File: src/rtl/timed_kick_ctrl_if.sv
// Command handshake bundle for timed_kick_ctrl: a command word qualified by
// cmd_valid, with cmd_ready reporting when the controller will take it.
interface timed_kick_ctrl_if #(
   parameter int CMD_W = 7
) ();
   logic [CMD_W-1:0] cmd;
   logic             cmd_valid;
   logic             cmd_ready;

   modport master (
      output cmd,
      output cmd_valid,
      input  cmd_ready
   );

   modport slave (
      input  cmd,
      input  cmd_valid,
      output cmd_ready
   );
endinterface

File: src/rtl/timed_kick_ctrl.sv
// Kicker/chipper solenoid sequencer: charge, wait for a command, fire a timed
// pulse on one channel, then hold a lockout before recharging.
module timed_kick_ctrl #(
   parameter int CMD_W           = 7,
   parameter int UNIT_CYCLES     = 100,
   parameter int MAX_STRENGTH    = (1 << (CMD_W - 1)) - 1,
   parameter int COOLDOWN_CYCLES = 1000,
   parameter int CNT_W           = 8
) (
   input  logic             clk,
   input  logic             rst,
   timed_kick_ctrl_if.slave cmd_bus,
   input  logic             abort,
   input  logic             charge_done,
   output logic             charge_en,
   output logic             kick_out,
   output logic             chip_out,
   output logic             busy,
   output logic [CNT_W-1:0] fire_count
);

   localparam int S_W       = CMD_W - 1;
   localparam int PULSE_MAX = MAX_STRENGTH * UNIT_CYCLES;
   localparam int PULSE_W   = (PULSE_MAX > 1) ? $clog2(PULSE_MAX + 1) : 1;
   localparam int COOL_W    = (COOLDOWN_CYCLES > 1) ? $clog2(COOLDOWN_CYCLES) : 1;

   localparam logic [S_W-1:0]     MAX_S     = S_W'(MAX_STRENGTH);
   localparam logic [PULSE_W-1:0] UNIT_LEN  = PULSE_W'(UNIT_CYCLES);
   localparam logic [COOL_W-1:0]  COOL_LOAD = COOL_W'(COOLDOWN_CYCLES - 1);

   typedef enum logic [1:0] {
      ST_CHARGE   = 2'd0,
      ST_READY    = 2'd1,
      ST_FIRE     = 2'd2,
      ST_COOLDOWN = 2'd3
   } state_t;

   state_t             state_r;
   state_t             state_s;
   logic [PULSE_W-1:0] pulse_cnt_r;
   logic [PULSE_W-1:0] pulse_cnt_s;
   logic [COOL_W-1:0]  cool_cnt_r;
   logic [COOL_W-1:0]  cool_cnt_s;
   logic               chan_r;
   logic               chan_s;
   logic [CNT_W-1:0]   fire_count_r;
   logic [CNT_W-1:0]   fire_count_s;

   logic               charge_en_r;
   logic               charge_en_s;
   logic               cmd_ready_r;
   logic               cmd_ready_s;
   logic               kick_r;
   logic               kick_s;
   logic               chip_r;
   logic               chip_s;
   logic               busy_r;
   logic               busy_s;

   logic [S_W-1:0]     strength_raw_s;
   logic [S_W-1:0]     strength_s;
   logic [PULSE_W-1:0] pulse_len_s;
   logic               accept_s;

   assign strength_raw_s = cmd_bus.cmd[S_W-1:0];
   assign strength_s     = (strength_raw_s > MAX_S) ? MAX_S : strength_raw_s;
   assign pulse_len_s    = PULSE_W'(strength_s) * UNIT_LEN;
   assign accept_s       = (state_r == ST_READY) && cmd_bus.cmd_valid && charge_done && !abort;

   // Next-state, counter and output decode; outputs follow the next state so they register cleanly.
   always_comb begin
      state_s      = state_r;
      pulse_cnt_s  = pulse_cnt_r;
      cool_cnt_s   = cool_cnt_r;
      chan_s       = chan_r;
      fire_count_s = fire_count_r;

      case (state_r)
         ST_CHARGE: begin
            if (charge_done) begin
               state_s = ST_READY;
            end else begin
               state_s = ST_CHARGE;
            end
         end
         ST_READY: begin
            // A zero-strength command is consumed but leaves the block armed.
            if (accept_s && (strength_s != {S_W{1'b0}})) begin
               state_s      = ST_FIRE;
               chan_s       = cmd_bus.cmd[CMD_W-1];
               pulse_cnt_s  = pulse_len_s - PULSE_W'(1);
               fire_count_s = fire_count_r + CNT_W'(1);
            end else if (!charge_done) begin
               state_s = ST_CHARGE;
            end else begin
               state_s = ST_READY;
            end
         end
         ST_FIRE: begin
            if (abort || (pulse_cnt_r == {PULSE_W{1'b0}})) begin
               state_s    = ST_COOLDOWN;
               cool_cnt_s = COOL_LOAD;
            end else begin
               pulse_cnt_s = pulse_cnt_r - PULSE_W'(1);
            end
         end
         ST_COOLDOWN: begin
            if (cool_cnt_r == {COOL_W{1'b0}}) begin
               state_s = ST_CHARGE;
            end else begin
               cool_cnt_s = cool_cnt_r - COOL_W'(1);
            end
         end
         default: begin
            state_s = ST_CHARGE;
         end
      endcase

      charge_en_s = (state_s == ST_CHARGE) || (state_s == ST_READY);
      cmd_ready_s = (state_s == ST_READY);
      kick_s      = (state_s == ST_FIRE) && !chan_s;
      chip_s      = (state_s == ST_FIRE) && chan_s;
      busy_s      = (state_s == ST_FIRE) || (state_s == ST_COOLDOWN);
   end

   // State, counters and registered outputs; reset lands directly in CHARGE with drives off.
   always_ff @(posedge clk) begin
      if (rst) begin
         state_r      <= ST_CHARGE;
         pulse_cnt_r  <= {PULSE_W{1'b0}};
         cool_cnt_r   <= {COOL_W{1'b0}};
         chan_r       <= 1'b0;
         fire_count_r <= {CNT_W{1'b0}};
         charge_en_r  <= 1'b1;
         cmd_ready_r  <= 1'b0;
         kick_r       <= 1'b0;
         chip_r       <= 1'b0;
         busy_r       <= 1'b0;
      end else begin
         state_r      <= state_s;
         pulse_cnt_r  <= pulse_cnt_s;
         cool_cnt_r   <= cool_cnt_s;
         chan_r       <= chan_s;
         fire_count_r <= fire_count_s;
         charge_en_r  <= charge_en_s;
         cmd_ready_r  <= cmd_ready_s;
         kick_r       <= kick_s;
         chip_r       <= chip_s;
         busy_r       <= busy_s;
      end
   end

   assign charge_en         = charge_en_r;
   assign cmd_bus.cmd_ready = cmd_ready_r;
   assign kick_out          = kick_r;
   assign chip_out          = chip_r;
   assign busy              = busy_r;
   assign fire_count        = fire_count_r;

endmodule

File: src/flat_wrapper.sv
// flat-port wrapper written by rule: the top's interface ports become plain ports
module timed_kick_ctrl_flat 
#(
   parameter int CMD_W           = 7,
   parameter int UNIT_CYCLES     = 100,
   parameter int MAX_STRENGTH    = (1 << (CMD_W - 1)) - 1,
   parameter int COOLDOWN_CYCLES = 1000,
   parameter int CNT_W           = 8
)
  (clk, rst, abort, charge_done, charge_en, kick_out, chip_out, busy, fire_count, cmd_bus_cmd, cmd_bus_cmd_valid, cmd_bus_cmd_ready);
  timed_kick_ctrl_if #(.CMD_W(CMD_W)) cmd_bus_i ();
  input  logic clk;
  input  logic rst;
  input  logic abort;
  input  logic charge_done;
  output logic charge_en;
  output logic kick_out;
  output logic chip_out;
  output logic busy;
  output logic [CNT_W-1:0] fire_count;
  input wire logic [$bits(cmd_bus_i.cmd)-1:0] cmd_bus_cmd;
  input wire logic [$bits(cmd_bus_i.cmd_valid)-1:0] cmd_bus_cmd_valid;
  output wire logic [$bits(cmd_bus_i.cmd_ready)-1:0] cmd_bus_cmd_ready;
  assign cmd_bus_i.cmd = cmd_bus_cmd;
  assign cmd_bus_i.cmd_valid = cmd_bus_cmd_valid;
  assign cmd_bus_cmd_ready = cmd_bus_i.cmd_ready;
  timed_kick_ctrl #(.CMD_W(CMD_W), .UNIT_CYCLES(UNIT_CYCLES), .MAX_STRENGTH(MAX_STRENGTH), .COOLDOWN_CYCLES(COOLDOWN_CYCLES), .CNT_W(CNT_W)) u_core (.clk(clk), .rst(rst), .cmd_bus(cmd_bus_i), .abort(abort), .charge_done(charge_done), .charge_en(charge_en), .kick_out(kick_out), .chip_out(chip_out), .busy(busy), .fire_count(fire_count));
endmodule
File: config.mk
export PLATFORM = sky130hd
export DESIGN_NAME = timed_kick_ctrl_flat
export DESIGN_NICKNAME = d
export VERILOG_FILES = /design/src/rtl/timed_kick_ctrl_if.sv /design/src/rtl/timed_kick_ctrl.sv /design/src/flat_wrapper.sv
export SDC_FILE = /design/constraint.sdc
export NUM_CORES = 1
export LEC_CHECK = 0
export BUFFER_PORTS_ARGS = -buffer_cell sky130_fd_sc_hd__buf_4
export CORE_AREA = 2 2 75 77
export CTS_CLUSTER_SIZE = 12
export DETAILED_ROUTE_END_ITERATION = 6
export DIE_AREA = 0 0 77 79
export HOLD_SLACK_MARGIN = 0.15
export PLACE_DENSITY = 0.76
export RECOVER_POWER = 100
export SYNTH_ARGS = -nofsm -noshare
export SYNTH_HDL_FRONTEND = slang
export SYNTH_SLANG_ARGS = --single-unit
File: constraint.sdc
create_clock -name clk -period 3.28 [get_ports clk]
set_clock_uncertainty 0.05 [all_clocks]
set_input_delay 0.656 -clock clk [delete_from_list [all_inputs] [get_ports clk]]
set_output_delay 0.656 -clock clk [all_outputs]
set_load 0.1 [all_outputs]
; Word level (Yosys, flattened, before mapping)
; Index checks and enable logic that the tools add are counted.
[op_classes]
n_addsub = 4
multipliers = 1
magnitude_cmp = 1
n_eq_ne = 10
muxes = 14
reduce_logical = 21
[op_table]
columns = operator, count
row1 = $mux 13, 2
row2 = $pmux 13 s2, 1
row3 = $sub 13x1->13 const B, 2
row4 = $mux 10, 2
row5 = $pmux 10 s2, 1
row6 = $logic_not 13->1, 1
row7 = $mul 6x5->11 const B, 1
row8 = $logic_not 10->1, 1
row9 = $sub 10x1->10 const B, 1
row10 = $add 8x1->8 const B, 1
row11 = $eq 2x2->1 const B, 4
row12 = $pmux 2 s4, 1
row13 = $gt 6x6->1 const B, 1
row14 = $logic_and 1x1->1, 6
row15 = $mux 2, 3
row16 = $mux 6, 1
row17 = $ne 2x2->1 const B, 3
row18 = $reduce_and 3->1, 2
row19 = $reduce_bool 6->1, 1
row20 = $eq 2x1->1 const B, 2
row21 = $logic_not 2->1, 2
row22 = $reduce_bool 2->1, 2
row23 = $logic_or 1x1->1, 3
row24 = $mux 1, 3
row25 = other kinds (3), 4
[totals]
regBits = 39
inputBits = 12

; Longest topological paths before layout
[depth]
word_depth = 9
depth_mapped = 11

; Least setup slack after synthesis
; No wires, ideal clock.
[synth_timing]
path_kind = input-to-reg
startpoint = input port cmd_bus_cmd[1]
endpoint = register u_core.pulse_cnt_r[11]
t_arrival_ns = 3.297
t_required_ns = 3.129
path_slack_ns = -0.168
path_stages = 11
path_buffers = 0
cell_sequence = inv_1 > ha_1 > ha_1 > ha_1 > fa_1 > xor2_1 > nor4bb_1 > o221ai_1 > xnor2_1 > nor2_1 > o41ai_1
[synth_via]
elab_chain_len = 6
elab_cells_between_ends = 10
classes_between = add/sub (1) / mul (1) / order compare (1) / eq/ne (1) / mux (3) / reduce/logical (3)
[synth_rtl]
columns = element, line
row1 = start: declaration, flat_wrapper.sv:21  ; input wire logic [$bits(cmd_bus_i.cmd)-1:0] cmd_bus_cmd;
row2 = $gt 6x6->1, timed_kick_ctrl.sv:66  ; assign strength_s = (strength_raw_s > MAX_S) ? MAX_S : strength_raw_s;
row3 = $mux 6 *, timed_kick_ctrl.sv:66
row4 = $mul 6x5->11 or $reduce_bool 6->1 (tied branches), "timed_kick_ctrl.sv:67, timed_kick_ctrl.sv:88"
row5 = $sub 13x1->13 or $logic_and 1x1->1 (tied branches), "timed_kick_ctrl.sv:91, timed_kick_ctrl.sv:88"
row6 = $mux 13 or $ne 2x2->1 (tied branches), --
row7 = $pmux 13 s2 or $reduce_and 3->1 (tied branches), --
row8 = end signal: assignment, timed_kick_ctrl.sv:130  ; pulse_cnt_r <= {PULSE_W{1'b0}};
row9 = end signal: assignment, timed_kick_ctrl.sv:141  ; pulse_cnt_r <= pulse_cnt_s;
row10 = end: declaration, timed_kick_ctrl.sv:40  ; logic [PULSE_W-1:0] pulse_cnt_r;
; Every way passes the cells marked *; elsewhere a longest branch is shown, timed or not. The select of a mux whose other input is x is not followed.
; A chain may end at the register's enable or synchronous reset.

; Final worst setup path
[layout_timing]
startpoint = input port cmd_bus_cmd[1]
endpoint = register u_core.pulse_cnt_r[12]
; The elaborated chain is that of the path after synthesis.

==> metrics.txt <==
highest fanout seen on the critical path=3; CTS tree=yes; Final Hold Fails=0; DR pass1 iterations=4; top-count cell post-synth=dfxtp_1; Die Area=approximately 0.006 mm2; largest net degree at the start of global routing=40; Pleak=0.00131 uW; die height=79 um; maximum vdd drop=0.216 mV; largest family of logic cells by synthesized area=simple AND/OR/NAND/NOR gates; DRC=0; Synth Flop Type=dfxtp_1; Clock Path Buffers=2; Synth Area in Compound Gates=20.0%; RSZ-0062 raised after global routing=false; vias per inst=5.55; Mapped Area=approximately 0.0028 mm2; Worst setup SP type=input pin; GPL Wtd Cong=just over 0.8; clk_lat worst skew=just under 300 ps; share of post-route cells with drive strength above 1=12.2%; # fillers=510; critical path arrival=3240 ps; Worst setup EP type=flop; min-delay worst type=reg -> reg; Seq cells post-synth=39; first-pass GRT wire length=10100 um; Post-Syn Nets=a little under 400; Routed WL=5680 um; XOR/XNOR Fraction of Synth Area=6.68%; Post CTS Setup Buffer Count=0; area post-placement=0.00310 mm2; TritonCTS Buffers=5; Seq/Total Area, Yosys=approximately 28%; status=complete, no violations; Overall Power=between 1000 and 1500 uW; Gate Count Post-Synth=338; EDFF count, synth=0; max_cap viols=0; root buffer cell=clkbuf_8; nets=415; number of global-route vias before repair=~2.3k; leading area contributor after synthesis=dfxtp_1; final instance area=0.00318 mm2; Rows=27; Setup-failing EPs final=0; syn avg cell area=roughly 8.2 um2; Die Wd=77 um; synth warn=0; Starting DRT DRC Count=73; period utilisation layout=94.9%; Setup CP Type=in -> reg; Final Slew Violations=0; share of the synthesized area in the top cell type=28.3%; mux contribution to synthesized area=1.09%; port bufs=24; dpl hpwl=4310 um; initial antenna violation count=0; WP data required=3400 ps; Synth Area in Adders=16.2%; Antenna Nets Post-Route=0; distinct cell type count of the synthesized netlist=49; clock-pin slew on the worst setup and hold paths=80 ps; Peak Freq=321 MHz; Pwr Density=394 mW/mm2; Worst-Margin Slew=1170 ps; wire length per cell=12.9 um; Post-Synth Simple-Gate Area=~23%; relative slew slack=between 20 and 25%; worst hold slack=448 ps; vias=2448; # diodes=0; top post-synthesis cells by count=39 x dfxtp_1, 34 x ha_1, 33 x a21oi_1, 32 x nor2_1, 22 x inv_1; I/O pin cnt=25; Synth-to-Final Area Change=15.4%; Total GRT Usage=20.1%; Initial Util=about half; fin crit period=between 3000 and 4000 ps; asr flop ratio synth=0%; top cells by area, synth=dfxtp_1 28%, ha_1 15%, a21oi_1 6.0%; gr ovfl total=0; Core ar.=0.00534 mm2; clk sinks=39; htree depth=2
[through the flow]
| stage | util [%] | setup slack, ps | TNS, ps | cells |
|---|---|---|---|---|
| 4_1_cts | 60.2 | 108 | 0 | 441 |
| 3_5_place_dp | 58.1 | -212 | -656 | 433 |
| 2_1_floorplan | - | 15.6 | 0 | 338 |
| 5_1_grt | 59.6 | 0.0191 | 0 | 441 |
| 6_report | 59.6 | 167 | 0 | 441 |
| 3_3_place_gp | 58.1 | -157 | -366 | 433 |
[flip-flops by register name, summed over array words and instances, names as in the netlist]
| signal | cells |
|---|---|
| u_core.fire_count | 8 |
| u_core.busy | 1 |
| u_core.cool_cnt_r | 10 |
| u_core.chip_out | 1 |
| u_core.charge_en | 1 |
| u_core.pulse_cnt_r | 13 |
| u_core.kick_out | 1 |
| u_core.state_r | 2 |
| u_core.chan_r | 1 |
| u_core.cmd_bus.cmd_ready | 1 |
[cell usage in the layout (no fill, tap or decap), drive strengths merged, types with 2 or more instances in the layout]
| cell | count |
|---|---|
| a211o | 3 |
| a211oi | 5 |
| a21o | 3 |
| a21oi | 33 |
| a311oi | 2 |
| and3 | 4 |
| and3b | 2 |
| buf | 24 |
| clkbuf | 18 |
| clkinv | 2 |
| dfxtp | 39 |
| ha | 34 |
| inv | 22 |
| mux2i | 3 |
| nand2 | 20 |
| nand2b | 4 |
| nand3 | 9 |
| nand4 | 5 |
| nand4b | 2 |
| nor2 | 32 |
| nor2b | 8 |
| nor3 | 14 |
| nor3b | 4 |
| nor4 | 4 |
| o211ai | 5 |
| o21a | 2 |
| o21ai | 17 |
| o32ai | 3 |
| o41ai | 2 |
| or2 | 2 |
| or3 | 5 |
| or3b | 2 |
| xnor2 | 7 |
| xor2 | 14 |
[logic make-up after synthesis]
logic type      after synthesis
xor+xnor                     21
buf+inv                      36
fa+ha+maj                    35
compound gates               85
mux                           3
simple gates                119
flops                        39
[routing by layer]
layer	global-route usage [%]	up-vias	part of all wire [%]
li1	-	1271	-
met5	0	-	0
met4	6.43	0	1.4
met2	35.4	33	48
met1	25.4	1138	48
met3	3.18	6	2.2
[final timing paths]
kind	startpoint	to	slack, ps	cells after the start
worst max-delay path	cmd_bus_cmd[1]	u_core.pulse_cnt_r[12]$_SDFFE_PP0P_	170	12
worst min-delay path	u_core.fire_count[7]$_SDFFE_PP0P_	u_core.fire_count[7]$_SDFFE_PP0P_	450	2
worst max register to register	u_core.pulse_cnt_r[0]$_SDFFE_PP0P_	u_core.pulse_cnt_r[9]$_SDFFE_PP0P_	370	8
worst min register to register	u_core.fire_count[7]$_SDFFE_PP0P_	u_core.fire_count[7]$_SDFFE_PP0P_	450	2
[critical path: stages]
cell,delay (ps)
buf_4,90
inv_1,70
ha_1,330
ha_4,280
ha_4,200
fa_2,490
or3_4,420
nor3_4,190
o21ai_2,100
nor3_2,200
xnor2_1,140
o32ai_1,90
[repair_timing]
action	CTS	global route
setup endpoints to repair	0	2
hold buffers	0	0
resized for setup	0	7
[cell type report]
type	instances	area [um2]	share of cell area, %
Inverter	22	82.6	2.60
Sequential cell	39	781	24.6
Clock buffer	5	68.8	2.16
Multi-Input combinational cell	263	1880	59.3
Timing Repair Buffer	37	229	7.20
Clock inverter	3	43.8	1.38
Tap cell	72	90.1	2.83
[power by group]
group	internal (uW)	total [uW]	leakage, uW	switching (uW)
combinational	155	354	0.000934	199
sequential	484	494	0.000315	10.1
clock	226	404	0.0000581	178
total	866	1250	0.00131	387
Note: power is estimated with default switching activity, not from simulation.
